**config.mk**
```make
export PLATFORM = sky130hd
export DESIGN_NAME = ctrl_seq
export DESIGN_NICKNAME = d
export VERILOG_FILES = /design/src/rtl/ctrl_seq.sv
export SDC_FILE = /design/constraint.sdc
export NUM_CORES = 1
export LEC_CHECK = 0
export CORE_ASPECT_RATIO = 1.25
export CORE_MARGIN = 4
export CORE_UTILIZATION = 56
export CTS_CLUSTER_SIZE = 8
export DETAILED_ROUTE_END_ITERATION = 8
export GPL_ROUTABILITY_DRIVEN = 0
export PLACE_DENSITY = 0.83
export SLEW_MARGIN = 20
export SYNTH_ARGS = -nofsm -noshare
export SYNTH_HDL_FRONTEND = slang
export SYNTH_SLANG_ARGS = --single-unit
```
**constraint.sdc**
```tcl
create_clock -name clk -period 4 [get_ports clk]
set_clock_uncertainty 0.2 [all_clocks]
set_input_delay 0.8 -clock clk [delete_from_list [all_inputs] [get_ports clk]]
set_output_delay 0.8 -clock clk [all_outputs]
set_load 0.05 [all_outputs]
```
**src/rtl/ctrl_seq.sv**
```systemverilog
// Multi-cycle RV32I/Zicsr control sequencer: IFU handshake, registered decode, LSU stall/timeout, commit pulse.
// Optional macro CTRL_SEQ_ILLEGAL_TRAP_EN: trap illegal instructions (cause 2) instead of retiring them as NOPs.
module ctrl_seq #(
  parameter int TIMEOUT_W   = 8,
  parameter int TIMEOUT_MAX = 255
) (
  input  logic        clk,
  input  logic        rst,
  input  logic        inst_valid,
  input  logic [31:0] inst,
  output logic        inst_ready,
  output logic        lsu_req_valid,
  input  logic        lsu_req_ready,
  input  logic        lsu_resp_valid,
  output logic [3:0]  alu_op,
  output logic        alu_a_sel,
  output logic        alu_b_sel,
  output logic        rd_we,
  output logic        mem_we,
  output logic [2:0]  mem_op,
  output logic [1:0]  rd_in_sel,
  output logic        csr_we,
  output logic [1:0]  csr_op,
  output logic        csr_imm,
  output logic [2:0]  branch_way,
  output logic [1:0]  pc_sel,
  output logic        commit,
  output logic [3:0]  trap_cause,
  output logic        busy
);

  localparam logic [6:0] OPC_LUI    = 7'b0110111;
  localparam logic [6:0] OPC_AUIPC  = 7'b0010111;
  localparam logic [6:0] OPC_JAL    = 7'b1101111;
  localparam logic [6:0] OPC_JALR   = 7'b1100111;
  localparam logic [6:0] OPC_BRANCH = 7'b1100011;
  localparam logic [6:0] OPC_LOAD   = 7'b0000011;
  localparam logic [6:0] OPC_STORE  = 7'b0100011;
  localparam logic [6:0] OPC_OPIMM  = 7'b0010011;
  localparam logic [6:0] OPC_OP     = 7'b0110011;
  localparam logic [6:0] OPC_FENCE  = 7'b0001111;
  localparam logic [6:0] OPC_SYSTEM = 7'b1110011;

  localparam logic [31:0] INST_ECALL  = 32'h0000_0073;
  localparam logic [31:0] INST_EBREAK = 32'h0010_0073;
  localparam logic [31:0] INST_MRET   = 32'h3020_0073;

  localparam logic [TIMEOUT_W-1:0] CNT_LAST = TIMEOUT_W'(TIMEOUT_MAX - 1);

`ifdef CTRL_SEQ_ILLEGAL_TRAP_EN
  localparam bit ILL_TRAP = 1'b1;
`else
  localparam bit ILL_TRAP = 1'b0;
`endif

  typedef enum logic [2:0] {
    S_IDLE, S_DECODE, S_EXEC, S_MEM_REQ, S_MEM_WAIT, S_WB, S_TRAP
  } state_t;

  typedef struct packed {
    logic [3:0] alu_op;
    logic       alu_a_sel;
    logic       alu_b_sel;
    logic       rd_we;
    logic       mem_we;
    logic [2:0] mem_op;
    logic [1:0] rd_in_sel;
    logic       csr_we;
    logic [1:0] csr_op;
    logic       csr_imm;
    logic [2:0] branch_way;
    logic [1:0] pc_sel;
  } ctl_t;

  state_t               r_state, w_nxt;
  logic [31:0]          r_inst;
  ctl_t                 r_ctl, w_dec;
  logic [TIMEOUT_W-1:0] r_cnt;
  logic [3:0]           r_cause, w_dcause;
  logic                 w_illegal, w_ecall, w_ebreak, w_mret, w_trap, w_mem, w_timeout;
  logic [6:0]           w_opc, w_f7;
  logic [2:0]           w_f3;

  assign w_opc = r_inst[6:0];
  assign w_f3  = r_inst[14:12];
  assign w_f7  = r_inst[31:25];

  always_comb begin
    w_dec     = '0;
    w_illegal = 1'b0;
    w_ecall   = 1'b0;
    w_ebreak  = 1'b0;
    w_mret    = 1'b0;
    case (w_opc)
      OPC_LUI:   begin w_dec.alu_op = 4'b1111; w_dec.rd_we = 1'b1; end
      OPC_AUIPC: begin w_dec.alu_a_sel = 1'b1; w_dec.rd_we = 1'b1; end
      OPC_JAL:   begin w_dec.alu_a_sel = 1'b1; w_dec.rd_we = 1'b1; w_dec.rd_in_sel = 2'd3; end
      OPC_JALR:  begin w_dec.rd_we = 1'b1; w_dec.rd_in_sel = 2'd3; w_dec.pc_sel = 2'd3; end
      OPC_BRANCH: begin
        w_dec.alu_op     = (w_f3[2:1] == 2'b00) ? 4'b1000 : {1'b0, 2'b01, w_f3[1]};
        w_dec.branch_way = {w_f3[2], w_f3[0], 1'b1};
      end
      OPC_LOAD:  begin w_dec.rd_we = 1'b1; w_dec.mem_op = w_f3; w_dec.rd_in_sel = 2'd1; end
      OPC_STORE: begin w_dec.mem_we = 1'b1; w_dec.mem_op = w_f3; end
      OPC_OPIMM: begin
        w_dec.alu_op = {r_inst[30] & (w_f3 == 3'b101), w_f3};
        w_dec.rd_we  = 1'b1;
      end
      OPC_OP: begin
        // Only sub and sra may use func7 = 0100000
        if (w_f7 == 7'b0 || (w_f7 == 7'b0100000 && (w_f3 == 3'b000 || w_f3 == 3'b101))) begin
          w_dec.alu_op = {r_inst[30], w_f3};
          w_dec.rd_we  = 1'b1;
        end else begin
          w_illegal = 1'b1;
        end
      end
      OPC_FENCE: ;
      OPC_SYSTEM: begin
        if (w_f3 == 3'b000) begin
          w_ecall  = (r_inst == INST_ECALL);
          w_ebreak = (r_inst == INST_EBREAK);
          w_mret   = (r_inst == INST_MRET);
          if (w_mret) w_dec.pc_sel = 2'd2;
          w_illegal = !(w_ecall | w_ebreak | w_mret);
        end else if (w_f3 == 3'b100) begin
          w_illegal = 1'b1;
        end else begin
          w_dec.rd_we     = 1'b1;
          w_dec.rd_in_sel = 2'd2;
          w_dec.csr_op    = w_f3[1:0];
          w_dec.csr_imm   = w_f3[2];
          w_dec.csr_we    = !(w_f3[1] && r_inst[19:15] == 5'd0);
        end
      end
      default: w_illegal = 1'b1;
    endcase
    w_dec.alu_b_sel = !(w_opc == OPC_OP || w_opc == OPC_BRANCH);
    if (r_inst[11:7] == 5'd0) w_dec.rd_we = 1'b0;
    // Illegal encodings carry an all-zero bundle so they retire as pure NOPs
    if (w_illegal) w_dec = '0;
  end

  assign w_trap    = w_ecall | w_ebreak | (w_illegal & ILL_TRAP);
  assign w_dcause  = w_ecall ? 4'd11 : (w_ebreak ? 4'd3 : 4'd2);
  assign w_mem     = (w_opc == OPC_LOAD) || (w_opc == OPC_STORE);
  assign w_timeout = !lsu_resp_valid && (r_cnt == CNT_LAST);

  always_ff @(posedge clk or posedge rst) begin
    if (rst) r_state <= S_IDLE;
    else     r_state <= w_nxt;
  end

  always_comb begin
    w_nxt         = r_state;
    inst_ready    = 1'b0;
    lsu_req_valid = 1'b0;
    mem_we        = 1'b0;
    rd_we         = 1'b0;
    csr_we        = 1'b0;
    commit        = 1'b0;
    pc_sel        = r_ctl.pc_sel;
    trap_cause    = 4'd0;
    case (r_state)
      S_IDLE: begin
        inst_ready = 1'b1;
        if (inst_valid) w_nxt = S_DECODE;
      end
      S_DECODE: begin
        if (w_trap)     w_nxt = S_TRAP;
        else if (w_mem) w_nxt = S_MEM_REQ;
        else            w_nxt = S_EXEC;
      end
      S_EXEC: w_nxt = S_WB;
      S_MEM_REQ: begin
        lsu_req_valid = 1'b1;
        mem_we        = r_ctl.mem_we;
        if (lsu_req_ready) w_nxt = S_MEM_WAIT;
      end
      S_MEM_WAIT: begin
        if (lsu_resp_valid) w_nxt = S_WB;
        else if (w_timeout) w_nxt = S_TRAP;
      end
      S_WB: begin
        rd_we  = r_ctl.rd_we;
        csr_we = r_ctl.csr_we;
        commit = 1'b1;
        w_nxt  = S_IDLE;
      end
      S_TRAP: begin
        pc_sel     = 2'd1;
        trap_cause = r_cause;
        commit     = 1'b1;
        w_nxt      = S_IDLE;
      end
      default: w_nxt = S_IDLE;
    endcase
  end

  always_ff @(posedge clk or posedge rst) begin
    if (rst) begin
      r_inst  <= '0;
      r_ctl   <= '0;
      r_cnt   <= '0;
      r_cause <= '0;
    end else begin
      if (r_state == S_IDLE && inst_valid) r_inst <= inst;
      if (r_state == S_DECODE) begin
        r_ctl   <= w_dec;
        r_cause <= w_dcause;
      end
      if (r_state == S_MEM_REQ && lsu_req_ready) r_cnt <= '0;
      else if (r_state == S_MEM_WAIT && !lsu_resp_valid) r_cnt <= r_cnt + TIMEOUT_W'(1);
      if (r_state == S_MEM_WAIT && w_timeout) r_cause <= 4'd5;
    end
  end

  assign alu_op     = r_ctl.alu_op;
  assign alu_a_sel  = r_ctl.alu_a_sel;
  assign alu_b_sel  = r_ctl.alu_b_sel;
  assign mem_op     = r_ctl.mem_op;
  assign rd_in_sel  = r_ctl.rd_in_sel;
  assign csr_op     = r_ctl.csr_op;
  assign csr_imm    = r_ctl.csr_imm;
  assign branch_way = r_ctl.branch_way;
  assign busy       = (r_state != S_IDLE);

endmodule
```
==> results.yml, run 1 <==
synth:
  synth-seq-cells: 69
  synth_most_common_cell: "dfrtp_1"
  synth_top_area_share_pct: 47.6
  ys_top_cells_by_area: "dfrtp_1, mux2_4, nand2_1"
  syn_area_sq_um: 3630
  yosys.cell_types.count: 61
  postSynthNetCount: 379
  netlist_instances: 340
  ys.flop_type: "dfrtp_1"
  async_reset_ff_share_pct: 100
  synth-edff-count: 0
  yosysWarnings: 0
  synth.avg_cell_area_sq_um: 10.7
  yosysTopAreaCell: "dfrtp_1"
  ys_top_cells_by_count: "dfrtp_1, nand2_1, mux2_4"
  ys_seq_area_share_pct: 47.6
floorplanning:
  start_util_pct: 58.1
  io_pins: 67
  coreArea_sq_um: 6250
  die_w_um: 80.0
  die_y_um: 98.0
  row_count: 32
  die_area_sq_um: 7840
global_routing:
  grt_overflow: 0
  grt_max_degree: 35
  grt_pass1_wl_um: 12400
  antenna_found_initial: 0
  track_usage_pct: 20.2
  first_global_vias: 2690
cts:
  clock_latency_ns: 0.34
  htreeDepth: 3
  cts-resized-gates: 0
  cts_root_buf: "clkbuf_8"
  cts.sinks: 69
  cts_setup_buffers: 0
  cts_tree: "built"
  clock_tree.buffer_depth: 2
  clk_pin_slew_ns: 0.07
  cts-hold-fix-buffers: 0
  cts_inserted_buffers: 9
worst_setup_path:
  crit_required_ns: 3.00
  reg2reg_depth: 4
  start_kind: "register"
  endpoint_kind: "output port"
  crit_fanout: 9
  worstPathArrival_ns: 2.26
  critPathKind: "register to output port"
final_layout:
  synthToLayoutAreaGrowth_pct: 20.5
  finalNonFillerCells: 476
  fin_util_pct: 70.0
  nNetsFinal: 426
  fillers: 470
  num_antenna_cells: 0
  drive_gt1_share_pct: 15.9
route:
  first_iter_violations: 243
  drt_wl_total_um: 7430
  wl_per_cell_um: 15.6
  post-route-drc-count: 0
  detail_route.first_pass.iterations: 4
  vias: 2718
  ant_nets: 0
  vias_per_cell: 5.71
timing:
  hold_viol_final: 0
  finalSetupViolCount: 0
  period_share_pct: 81.5
  setup_tns_ns: 0
  worstMarginPinSlew_ns: 0.786
  rsz0062_at_grt: "no"
  drv_slew: 0
  timing.fmax_mhz: 307
  slew_headroom_pct: 47.5
  min_period_ns: 3.26
min_path:
  hold-path-cell-count: 2
  min_path_type: "register to register"
placement:
  dp.cells: 461
  io_buffers: 66
  dp.final_hpwl_um: 5460
pwr:
  power.density_nw_per_um2: 718
  p_leak_nw: 1.89
  ir_drop_mv: 0.384
run:
  drv_cap: 0
outcome:
  status: "completed"
==> layout by cell type (no fill, tap or decap), types with 3 or more instances in the layout <==
master / n
dfrtp_1: 69
clkdlybuf4s50_1: 66
nand2_1: 41
mux2_4: 28
nor2_1: 23
o21ai_0: 19
a21oi_1: 12
clkbuf_8: 10
nor2b_1: 8
nor4_1: 8
and3_1: 8
nand3_1: 7
a31oi_1: 7
xor2_1: 5
nand4_1: 4
or3_1: 4
inv_1: 4
nor3_1: 3
and2_1: 3
o31ai_1: 3
a22oi_1: 3
mux2_2: 3
buf_4: 3
==> routing by layer <==
metal | share of wire (%) | wire length [um] | global-route usage (%) | up-vias
met2 | 50 | 3680 | 31.5 | 101
met1 | 42 | 3150 | 26.3 | 1305
met4 | 3.1 | 234 | 10.9 | 0
met5 | 0 | 0 | 0 | -
met3 | 5.0 | 373 | 3.97 | 24
li1 | - | - | - | 1288
==> layout make-up <==
cell class,instances,area [sq um],area share [%]
sequential,69,1730,39.5
multi-input combinational,232,1620,37.1
timing repair buffer,69,683,15.6
clock buffer,11,141,3.23
tap,85,106,2.43
clock inverter,4,72.6,1.66
inverter,6,22.5,0.515
==> state kept, by name, indices dropped and copies added (netlist names) <==
name / flops
r_inst: 32
r_cnt: 8
r_ctl: 5
alu_op: 4
r_cause: 4
branch_way: 3
mem_op: 3
r_state: 3
csr_op: 2
rd_in_sel: 2
alu_a_sel: 1
alu_b_sel: 1
csr_imm: 1
==> worst paths after layout <==
kind,start,slack [ns],endpoint
max reg2reg,r_state[2],1.75,r_inst[13]
max in group asynchronous,rst,2.49,alu_op[1]
min reg2reg,branch_way[1],0.28,branch_way[1]
max,r_state[1],0.74,pc_sel[0]
min,branch_way[1],0.28,branch_way[1]
min in group asynchronous,rst,0.48,r_inst[17]
==> cells by family (layout without fill, tap and decap cells) <==
| kind of cell | after synthesis | count (layout) | share of synthesized area, % |
|---|---|---|---|
| AO/OA/AOI/OAI | 62 | 62 | 10.8 |
| AND/OR/NAND/NOR | 132 | 132 | 19.5 |
| multiplexers | 31 | 31 | 12.5 |
| flip-flops | 69 | 69 | 47.6 |
| XOR/XNOR | 5 | 5 | 1.21 |
| buffers and inverters | 39 | 90 | 7.76 |
| adder cells (fa/ha/maj) | 2 | 2 | 0.690 |
==> critical path, stage by stage (launching register included) <==
cell             delay (ns)
dfrtp_1                0.47
nor2b_1                0.35
and2_1                 0.21
or2_2                  0.11
clkdlybuf4s50_1        0.79
==> metrics by stage <==
step	hold WS [ns]	setup WS (ns)	total power [mW]	area, sq um
2_1_floorplan	0.239	1.26	2.30	3630
3_3_place_gp	0.256	1.14	2.49	4160
3_5_place_dp	0.268	1.13	2.53	4160
4_1_cts	0.285	0.747	3.15	4370
5_1_grt	0.303	0.603	3.33	4370
6_report	0.279	0.740	3.14	4370
==> power breakdown <==
part / switching (mW) / internal [mW] / leakage [nW] / total, mW
clock: 0.249 / 0.364 / 0.105 / 0.612
combinational: 0.660 / 0.615 / 0.912 / 1.27
sequential: 0.316 / 0.937 / 0.874 / 1.25
total: 1.22 / 1.92 / 1.89 / 3.14
(Power assumes the default switching activity.)
==> inputs of run 2 (changes only) <==
--- a/config.mk
+++ b/config.mk
@@ -7,11 +7,11 @@
 export LEC_CHECK = 0
 export CORE_ASPECT_RATIO = 1.25
 export CORE_MARGIN = 4
-export CORE_UTILIZATION = 56
+export CORE_UTILIZATION = 52
 export CTS_CLUSTER_SIZE = 8
 export DETAILED_ROUTE_END_ITERATION = 8
 export GPL_ROUTABILITY_DRIVEN = 0
-export PLACE_DENSITY = 0.83
+export PLACE_DENSITY = 0.77
 export SLEW_MARGIN = 20
 export SYNTH_ARGS = -nofsm -noshare
 export SYNTH_HDL_FRONTEND = slang
==> constraint.sdc (replaced) <==
create_clock -name clk -period 3.1 [get_ports clk]
set_clock_uncertainty 0.2 [all_clocks]
set_input_delay 0.62 -clock clk [delete_from_list [all_inputs] [get_ports clk]]
set_output_delay 0.62 -clock clk [all_outputs]
set_load 0.05 [all_outputs]
==> results.yml, run 2 (synthesized netlist as in run 1, its figures left out) <==
outcome:
  status: "completed"
floorplanning:
  coreArea_sq_um: 6690
  io_pins: 67
  row_count: 33
  die_w_um: 82.7
  start_util_pct: 54.2
  die_area_sq_um: 8390
  die_y_um: 101
route:
  ant_nets: 0
  wl_per_cell_um: 15.3
  post-route-drc-count: 0
  first_iter_violations: 326
  vias: 2685
  detail_route.first_pass.iterations: 4
  vias_per_cell: 5.62
  drt_wl_total_um: 7330
final_layout:
  final_cell_mix: "dfrtp_1, clkdlybuf4s50_1, nand2_1"
  final_common_cell: "dfrtp_1"
  nNetsFinal: 426
  num_antenna_cells: 0
  synthToLayoutAreaGrowth_pct: 20.2
  design_area_sq_um: 4360
  top_register: "r_inst"
  reg_top3: "r_inst x32, r_cnt x8, r_ctl x5"
  largest_reg_flops: 32
  fin_util_pct: 65.2
  drive_gt1_share_pct: 15.6
timing:
  setup_tns_ns: 0
  finalSetupViolCount: 0
  timing.fmax_mhz: 336
  drv_slew: 0
  min_period_ns: 2.98
  hold_viol_final: 0
  rsz0062_at_grt: "no"
  worstMarginPinSlew_ns: 0.568
  period_share_pct: 96.1
  slew_headroom_pct: 62.1
global_routing:
  antenna_found_initial: 0
  grt_pass1_wl_um: 12100
  track_usage_pct: 18.8
  grt_overflow: 0
  grt_max_degree: 70
  first_global_vias: 2573
cts:
  cts_root_buf: "clkbuf_8"
  cts_tree: "built"
  clock_tree.buffer_depth: 2
  clk_pin_slew_ns: 0.07
  cts_inserted_buffers: 9
  cts.sinks: 69
  cts-hold-fix-buffers: 0
  htreeDepth: 3
  clock_latency_ns: 0.34
pwr:
  ir_drop_mv: 0.407
  total_power_mw: 3.92
  power.density_nw_per_um2: 899
  p_leak_nw: 1.96
worst_setup_path:
  start_kind: "register"
  crit_required_ns: 2.28
  critPathKind: "register to output port"
  slowest_stage: "clkdlybuf4s50_1"
  crit_path_start: "r_state[1]"
  crit_fanout: 9
  r2r_slack_ns: 0.87
  endpoint_kind: "output port"
  reg2reg_to: "r_inst[13]"
  slowest_delay_ns: 0.80
  worstPathArrival_ns: 2.16
  endpoint: "trap_cause[0]"
  reg2reg_depth: 4
  path_cells: "nor2b_1, and3_1, clkdlybuf4s50_1"
  r2r-start: "r_state[2]"
min_path:
  min_path_type: "register to register"
run:
  drv_cap: 0
placement:
  placed_cell_area_sq_um: 4170
  dp.final_hpwl_um: 5260
  io_buffers: 66
run 2: cell count changes in the layout (fill, tap and decap cells not counted), sizes merged:
cell	previous run	this run
bufinv	2	0
clkbuf	11	14
dlymetal6s2s	0	4
clkdlybuf4s50	66	61
dlygate4sd2	0	1
clkinvlp	1	0
run 2: worst min path at each step:
stage                             start            end  slack, ns  cells after the start
after detailed placement       r_ctl[8]       r_ctl[8]       0.26                      1
after floorplan              r_cause[2]     r_cause[2]       0.24                      2
after CTS                      r_ctl[8]       r_ctl[8]       0.28                      1
after global routing          mem_op[2]      mem_op[2]       0.31                      2
after global placement    branch_way[2]  branch_way[2]       0.26                      2
final                         r_ctl[15]      r_ctl[15]       0.27                      2
run 2: repair_timing:
action | in CTS | in global routing
buffers inserted | 0 | 0
endpoints found under the hold margin | 0 | 0
endpoints found under the setup margin | 1 | 4
resized for setup | 1 | 4
run 2: power breakdown:
group	total [mW]	switching [mW]	internal (mW)
combinational	1.64	0.841	0.798
sequential	1.62	0.414	1.21
clock	0.660	0.308	0.351
run 2: final cells by class:
type / count / area, sq um
inverters: 6 / 22.5
repair buffers: 69 / 704
fillers: 556 / 2330
multi-input cells: 232 / 1620
well taps: 87 / 109
clock buffers: 14 / 173
flip-flops and latches: 69 / 1730
clock inverters: 1 / 5.00
run 2: critical path: cells and delay by family (launching register included):
kind	cells	cell delay (ns)
buf+inv	1	0.80
flops	1	0.48
simple gates	2	0.55
run 2: per-layer routing:
metal / routed length (um) / part of all wire [%] / vias up / GRT usage, %
li1: - / - / 1290 / -
met1: 3210 / 44 / 1301 / 25.6
met2: 3510 / 48 / 78 / 28.2
met3: 416 / 5.7 / 16 / 3.91
met4: 194 / 2.6 / 0 / 9.94
met5: 0 / 0 / - / 0
run 2: through the flow:
step,setup WS [ns],instances,hold slack [ns]
floorplan,0.540,340,0.239
global placement,0.419,463,0.260
detailed placement,0.355,463,0.261
CTS,0.0585,478,0.276
global route,0.00916,478,0.310
finish,0.120,478,0.274
==> inputs of run 3 (changes only) <==
--- a/config.mk
+++ b/config.mk
@@ -5,6 +5,7 @@
 export SDC_FILE = /design/constraint.sdc
 export NUM_CORES = 1
 export LEC_CHECK = 0
+export CAP_MARGIN = 20
 export CORE_ASPECT_RATIO = 1.25
 export CORE_MARGIN = 4
 export CORE_UTILIZATION = 52
==> results of run 3 <==
No change in the layout: final DEF, timing and power equal those of run 2.
